[src/rtl/pss_tx_source.sv]
`default_nettype none
// ============================================================================
//  Module      : pss_tx_source
//  Description : Transmit-side NR PSS waveform source. Emits the 127-symbol
//                BPSK m-sequence for a chosen N_id_2 as AXI-stream IQ samples,
//                sample-and-hold by INTERP, separated by a programmable zero
//                gap, with a per-sample DDS phase word accumulating a CFO.
//  Revision    : 1.0  initial release
// ============================================================================
module pss_tx_source #(
  parameter int OUT_DW       = 32,
  parameter int AMPLITUDE    = 2**(OUT_DW/2-1)-1,
  parameter int INTERP       = 2,
  parameter int GAP_DW       = 16,
  parameter int DDS_PHASE_DW = 20
) (
  input  logic                    clk_i,
  input  logic                    reset_i,
  input  logic                    start_i,
  input  logic [1:0]              N_id_2_i,
  input  logic                    continuous_i,
  input  logic [GAP_DW-1:0]       gap_len_i,
  input  logic [DDS_PHASE_DW-1:0] CFO_norm_i,
  input  logic                    CFO_norm_valid_i,
  output logic [OUT_DW-1:0]       m_axis_out_tdata,
  output logic                    m_axis_out_tvalid,
  input  logic                    m_axis_out_tready,
  output logic                    m_axis_out_tlast,
  output logic [DDS_PHASE_DW-1:0] m_axis_phase_tdata,
  output logic                    busy_o,
  output logic                    error_o
);

  localparam int c_hw     = OUT_DW / 2;
  localparam int c_hold_w = (INTERP > 1) ? $clog2(INTERP) : 1;
  localparam logic [c_hold_w-1:0] c_hold_max = c_hold_w'(INTERP - 1);
  localparam logic [c_hold_w-1:0] c_hold_one = c_hold_w'(1);
  localparam logic [GAP_DW-1:0]   c_gap_one  = GAP_DW'(1);
  localparam logic [c_hw-1:0]     c_amp_pos  = c_hw'(AMPLITUDE);
  localparam logic [c_hw-1:0]     c_amp_neg  = c_hw'(-AMPLITUDE);

  // Whole m-sequence x(0..126) unrolled at elaboration, so any cyclic offset
  // is a plain table lookup and restarts never stall.
  function automatic logic [126:0] f_gen_x();
    logic [126:0] x;
    x      = '0;
    x[6:0] = 7'b1110110;
    for (int i = 0; i < 120; i++) begin
      x[i+7] = x[i+4] ^ x[i];
    end
    return x;
  endfunction

  localparam logic [126:0] c_xseq = f_gen_x();

  // Starting index m for n=0: 43*N_id_2 mod 127.
  function automatic logic [6:0] f_offset(input logic [1:0] nid);
    case (nid)
      2'd1:    return 7'd43;
      2'd2:    return 7'd86;
      default: return 7'd0;
    endcase
  endfunction

  typedef enum logic [1:0] {
    S_IDLE = 2'd0,
    S_SEQ  = 2'd1,
    S_GAP  = 2'd2
  } state_t;

  state_t                  r_state, w_state_nxt;
  logic [1:0]              r_nid, w_nid_nxt;
  logic [GAP_DW-1:0]       r_gap_len, w_gap_len_nxt;
  logic [GAP_DW-1:0]       r_gap_left, w_gap_left_nxt;
  logic [6:0]              r_n, w_n_nxt;
  logic [6:0]              r_m, w_m_nxt;
  logic [c_hold_w-1:0]     r_hold, w_hold_nxt;
  logic [DDS_PHASE_DW-1:0] r_phase, w_phase_nxt;
  logic [DDS_PHASE_DW-1:0] r_cfo;
  logic                    r_error, w_error_nxt;
  logic                    w_xfer;
  logic                    w_decide;
  logic [c_hw-1:0]         w_real;

  assign w_xfer = (r_state != S_IDLE) && m_axis_out_tready;
  assign w_real = c_xseq[r_m] ? c_amp_neg : c_amp_pos;

  // Next-state logic: counters only advance on an accepted transfer.
  always_comb begin
    w_state_nxt    = r_state;
    w_nid_nxt      = r_nid;
    w_gap_len_nxt  = r_gap_len;
    w_gap_left_nxt = r_gap_left;
    w_n_nxt        = r_n;
    w_m_nxt        = r_m;
    w_hold_nxt     = r_hold;
    w_phase_nxt    = w_xfer ? (r_phase + r_cfo) : r_phase;
    w_error_nxt    = 1'b0;
    w_decide       = 1'b0;
    case (r_state)
      S_IDLE: begin
        if (start_i) begin
          if (N_id_2_i != 2'd3) begin
            w_state_nxt   = S_SEQ;
            w_nid_nxt     = N_id_2_i;
            w_gap_len_nxt = gap_len_i;
            w_n_nxt       = 7'd0;
            w_m_nxt       = f_offset(N_id_2_i);
            w_hold_nxt    = '0;
            w_phase_nxt   = '0;
          end else begin
            w_error_nxt = 1'b1;
          end
        end
      end
      S_SEQ: begin
        if (w_xfer) begin
          if (r_hold == c_hold_max) begin
            w_hold_nxt = '0;
            if (r_n == 7'd126) begin
              if (r_gap_len != '0) begin
                w_state_nxt    = S_GAP;
                w_gap_left_nxt = r_gap_len - c_gap_one;
              end else begin
                w_decide = 1'b1;
              end
            end else begin
              w_n_nxt = r_n + 7'd1;
              w_m_nxt = (r_m == 7'd126) ? 7'd0 : (r_m + 7'd1);
            end
          end else begin
            w_hold_nxt = r_hold + c_hold_one;
          end
        end
      end
      S_GAP: begin
        if (w_xfer) begin
          if (r_gap_left == '0) begin
            w_decide = 1'b1;
          end else begin
            w_gap_left_nxt = r_gap_left - c_gap_one;
          end
        end
      end
      default: w_state_nxt = S_IDLE;
    endcase
    // End of a sequence+gap: repeat back-to-back or fall back to idle.
    if (w_decide) begin
      if (continuous_i) begin
        w_state_nxt = S_SEQ;
        w_n_nxt     = 7'd0;
        w_m_nxt     = f_offset(r_nid);
        w_hold_nxt  = '0;
      end else begin
        w_state_nxt = S_IDLE;
      end
    end
  end

  // State and datapath registers; CFO load uses the old value for this edge's increment.
  always_ff @(posedge clk_i) begin
    if (reset_i) begin
      r_state    <= S_IDLE;
      r_nid      <= '0;
      r_gap_len  <= '0;
      r_gap_left <= '0;
      r_n        <= '0;
      r_m        <= '0;
      r_hold     <= '0;
      r_phase    <= '0;
      r_cfo      <= '0;
      r_error    <= 1'b0;
    end else begin
      r_state    <= w_state_nxt;
      r_nid      <= w_nid_nxt;
      r_gap_len  <= w_gap_len_nxt;
      r_gap_left <= w_gap_left_nxt;
      r_n        <= w_n_nxt;
      r_m        <= w_m_nxt;
      r_hold     <= w_hold_nxt;
      r_phase    <= w_phase_nxt;
      r_error    <= w_error_nxt;
      if (CFO_norm_valid_i) begin
        r_cfo <= CFO_norm_i;
      end
    end
  end

  assign m_axis_out_tvalid  = (r_state != S_IDLE);
  assign m_axis_out_tdata   = (r_state == S_SEQ) ? {{(OUT_DW-c_hw){1'b0}}, w_real} : '0;
  assign m_axis_out_tlast   = (r_state == S_SEQ) && (r_n == 7'd126) && (r_hold == c_hold_max);
  assign m_axis_phase_tdata = r_phase;
  assign busy_o             = (r_state != S_IDLE);
  assign error_o            = r_error;

endmodule
`default_nettype wire

[config.mk]
export PLATFORM = sky130hd
export DESIGN_NAME = pss_tx_source
export DESIGN_NICKNAME = d
export VERILOG_FILES = /design/src/rtl/pss_tx_source.sv
export SDC_FILE = /design/constraint.sdc
export NUM_CORES = 1
export LEC_CHECK = 0
export BUFFER_PORTS_ARGS = -buffer_cell sky130_fd_sc_hd__buf_4
export CAP_MARGIN = 25
export CORE_MARGIN = 3
export CORE_UTILIZATION = 59
export CTS_BUF_LIST = sky130_fd_sc_hd__clkbuf_8
export DETAILED_ROUTE_END_ITERATION = 6
export PLACE_DENSITY = 0.9
export SLEW_MARGIN = 10
export SYNTH_ARGS = -nofsm -noshare
export SYNTH_HDL_FRONTEND = slang
export SYNTH_SLANG_ARGS = --single-unit
export TNS_END_PERCENT = 20
[constraint.sdc]
create_clock -name clk_i -period 3.6 [get_ports clk_i]
set_input_delay 0.72 -clock clk_i [delete_from_list [all_inputs] [get_ports clk_i]]
set_output_delay 0.72 -clock clk_i [all_outputs]
set_load 0.01 [all_outputs]
==> flow_summary.ini <==
[outcome]
status = complete, no violations

[timing]
drv_slew = 0
rsz0062_at_grt = no
finalCriticalPeriod_ns = 3.43
tightest_slew_ns = 0.817
setup-violations-final = 0
finClkSkew_ns = 0.0193
finalHoldViolCount = 0
final.setup.tns_ns = 0
period_share_pct = 95.4
fmax_mhz = 291
slew_headroom_pct = 45.4

[setup_path]
cp_cell_sequence = nor4_1, and4_1, nand4_2, a211oi_4, mux2i_1, nor2b_4, inv_1, ha_1, a211oi_2, a2111oi_0, a41o_1, o311a_1
start_kind = register
critPathMaxStageDelay_ns = 0.37
required_ns = 3.87
reg2reg_depth = 12
endpoint_kind = register
rr_startpoint = r_gap_len[8]$_SDFFE_PP0P_
r2r_setup_slack_ns = 0.17
crit_type = reg2reg
path_max_fanout = 6
reg2reg_to = w_real[15]$_DFF_P_
crit_arrival_ns = 3.70
slowest_stage = dfxtp_1

[synthesis]
synthCells = 779
synth_top_area_share_pct = 30.6
synth.yosys.warnings = 0
synth_edf_count = 0
ys_types = 70
synth_area_leaders = dfxtp_1, ha_1, a21oi_1
avgSynthCellArea_um2 = 7.82
async_flop_share_pct = 0
ys.flop_type = dfxtp_1
yosys.area.top_type = dfxtp_1
synth_area_um2 = 6090
synth_seq_area_share_pct = 30.6
ys_seq_elements = 93

[grt]
antenna_found_initial = 0
grt_use_met1_pct = 34.6
gr-usage-all-layers_pct = 26.1
grt_max_degree = 49
use_met2_pct = 42.7
grt_pass1_wl_um = 24800
grt_pass1_vias = 5446
overflow = 0
grt_util_met3_pct = 4.44
grt-busiest-layer = met2

[hold_path]
holdPathEnd = r_state[1]$_SDFFE_PP0P_
min_from = r_state[1]$_SDFFE_PP0P_
min_delay_path_depth = 2
worstHoldPathType = reg2reg

[cts]
clk-insertion-delay-late_ns = 0.37
clock_path_buffers = 2
cts.sinks = 93
cts_tree = done
cts_root_buf = clkbuf_8
cts_made_buffers = 9
clkTransAtPathRegs_ns = 0.10
cts_hold_buf = 0
cts-htree-levels = 3

[detailed_routing]
vias = 5852
drtPass1Iterations = 5
antenna_left = 0
viasPerCell = 5.94
avgRoutedWirePerCell_um = 15.6
drc_errors = 0
drtIter0Drc = 437
drt_wl_total_um = 15400

[power]
power.share.combinational_pct = 47.8
power_density_nw_per_um2 = 579
p_sw_uw = 1670
total_power_uw = 4030
sw_frac_of_total_pct = 41.4
ir_worst_vdd_uv = 277
leakage_uw = 0.00304
power.internal_uw = 2360
power_frac_seq_pct = 33.1
clkPwrFrac_pct = 19.2

[floorplanning]
die_area_um2 = 11600
core_area_um2 = 9910
die_h_um = 108
num_rows = 36
io_pins = 100
die_w_um = 108
start_util_pct = 61.4

[place]
numPortBuffers = 83
gp_congestion = 0.964
hpwlAfterDp_um = 11300

[finish]
n_fill_cell = 786
drive_gt1_share_pct = 17.7
n_antenna_cell = 0
area_delta_synth_final_pct = 14.5
fin_nets = 933

[job]
drv_cap = 0
## power groups by stage
| stage | clock (uW) | combinational (uW) | sequential [uW] |
|---|---|---|---|
| after CTS | 781 | 1900 | 1330 |
| after global routing | 821 | 2120 | 1350 |
| after floorplan | 0 | 1400 | 1320 |
| after detailed placement | 0 | 1880 | 1350 |
| final | 773 | 1930 | 1330 |
| after global placement | 0 | 1830 | 1340 |
## synthesized netlist by cell type, types with 7 or more instances
cell,n
nor3_1,22
ha_1,40
buf_1,7
a21oi_1,88
or2_2,8
a31oi_1,8
nor2_1,65
buf_4,30
xor2_1,8
nand4_1,9
nand3_1,15
xnor2_1,11
nor2b_1,8
inv_1,26
dfxtp_1,93
and3_1,7
nor4_1,8
clkbuf_1,24
a21o_1,14
o211ai_1,12
nand2_1,117
o21ai_0,26
mux2i_1,37
a32oi_1,9
## repair_timing
action,CTS,global route
buffers inserted,0,5
resized for setup,0,2
setup endpoints to repair,0,1
endpoints found under the hold margin,0,0
## sequential cells by signal, summed over array words and instances (netlist names), 2 cells and up
register and count:
r_state 2, m_axis_phase_tdata 20, r_gap_left 16, r_m 7
r_gap_len 16, r_cfo 20, r_n 7, r_nid 2
## kinds of logic (layout without fill, tap and decap cells)
| family | Yosys count | count (layout) | synth area share, % |
|---|---|---|---|
| DFF | 93 | 93 | 30.6 |
| buffers and inverters | 92 | 150 | 7.73 |
| adders and majority gates | 41 | 41 | 8.55 |
| other | 1 | 16 | 0.0616 |
| and+or+nand+nor | 290 | 290 | 22.3 |
| xor gates and xnor gates | 19 | 19 | 2.73 |
| muxes | 41 | 41 | 6.82 |
| AOI/OAI and AO/OA | 202 | 202 | 21.2 |
## how the worst max path moves through the flow
stage	start	end	slack, ns	cells after the start
floorplan	r_state[0]$_SDFFE_PP0P_	w_real[15]$_DFF_P_	0.30	15
global placement	r_gap_len[8]$_SDFFE_PP0P_	w_real[15]$_DFF_P_	0.21	12
detailed placement	N_id_2_i[0]	w_real[15]$_DFF_P_	0.11	14
CTS	r_gap_len[8]$_SDFFE_PP0P_	w_real[15]$_DFF_P_	0.13	12
global route	r_state[0]$_SDFFE_PP0P_	w_real[15]$_DFF_P_	0.004	13
finish	r_gap_len[8]$_SDFFE_PP0P_	w_real[15]$_DFF_P_	0.17	12
## through the flow
step	setup WS, ns	instance area, um2	util, %	hold WS [ns]	instances
2_1_floorplan	0.296	6140	-	0.444	794
3_3_place_gp	0.214	6710	67.8	0.459	965
3_5_place_dp	0.109	6710	67.8	0.471	965
4_1_cts	0.131	6930	69.9	0.484	980
5_1_grt	0.00426	6970	70.3	0.504	985
6_report	0.167	6970	70.3	0.481	985
## critical path: cells and delay by family (launching register included)
family,cells,cell delay (ns)
AOI/OAI and AO/OA,5,1.13
muxes,1,0.28
buffers and inverters,1,0.13
and+or+nand+nor,4,1.07
DFF,1,0.37
adders and majority gates,1,0.36
## placed cells by master, fill, tap and decap left out, drive strengths merged, types with 7 or more instances in the layout
cell and count:
inv 29, a32oi 9, nand2 118, o21ai 30
a21o 14, dfxtp 93, ha 40, o211ai 12
conb 16, clkbuf 10, nand4 10, a21oi 90
nor3 22, nor2 65, or2 8, nand3 15
mux2i 37, a31oi 8, and3 7, xor2 8
xnor2 11, buf 107, nor4 8, nor2b 9
## metal layers
layer,routed length [um],vias to the layer above
met3,1130,34
met5,0,-
met2,7450,258
met4,299,0
li1,-,2855
met1,6530,2705
## final cells by class
cell class,count,area (um2),area share (%)
Sequential cell,93,1860,26.7
Timing Repair Buffer,107,803,11.5
Tap cell,133,166,2.39
Multi-Input combinational cell,609,3810,54.7
Clock inverter,5,76.3,1.10
Clock buffer,10,138,1.97
Inverter,28,108,1.54
(Power assumes the default switching activity.)
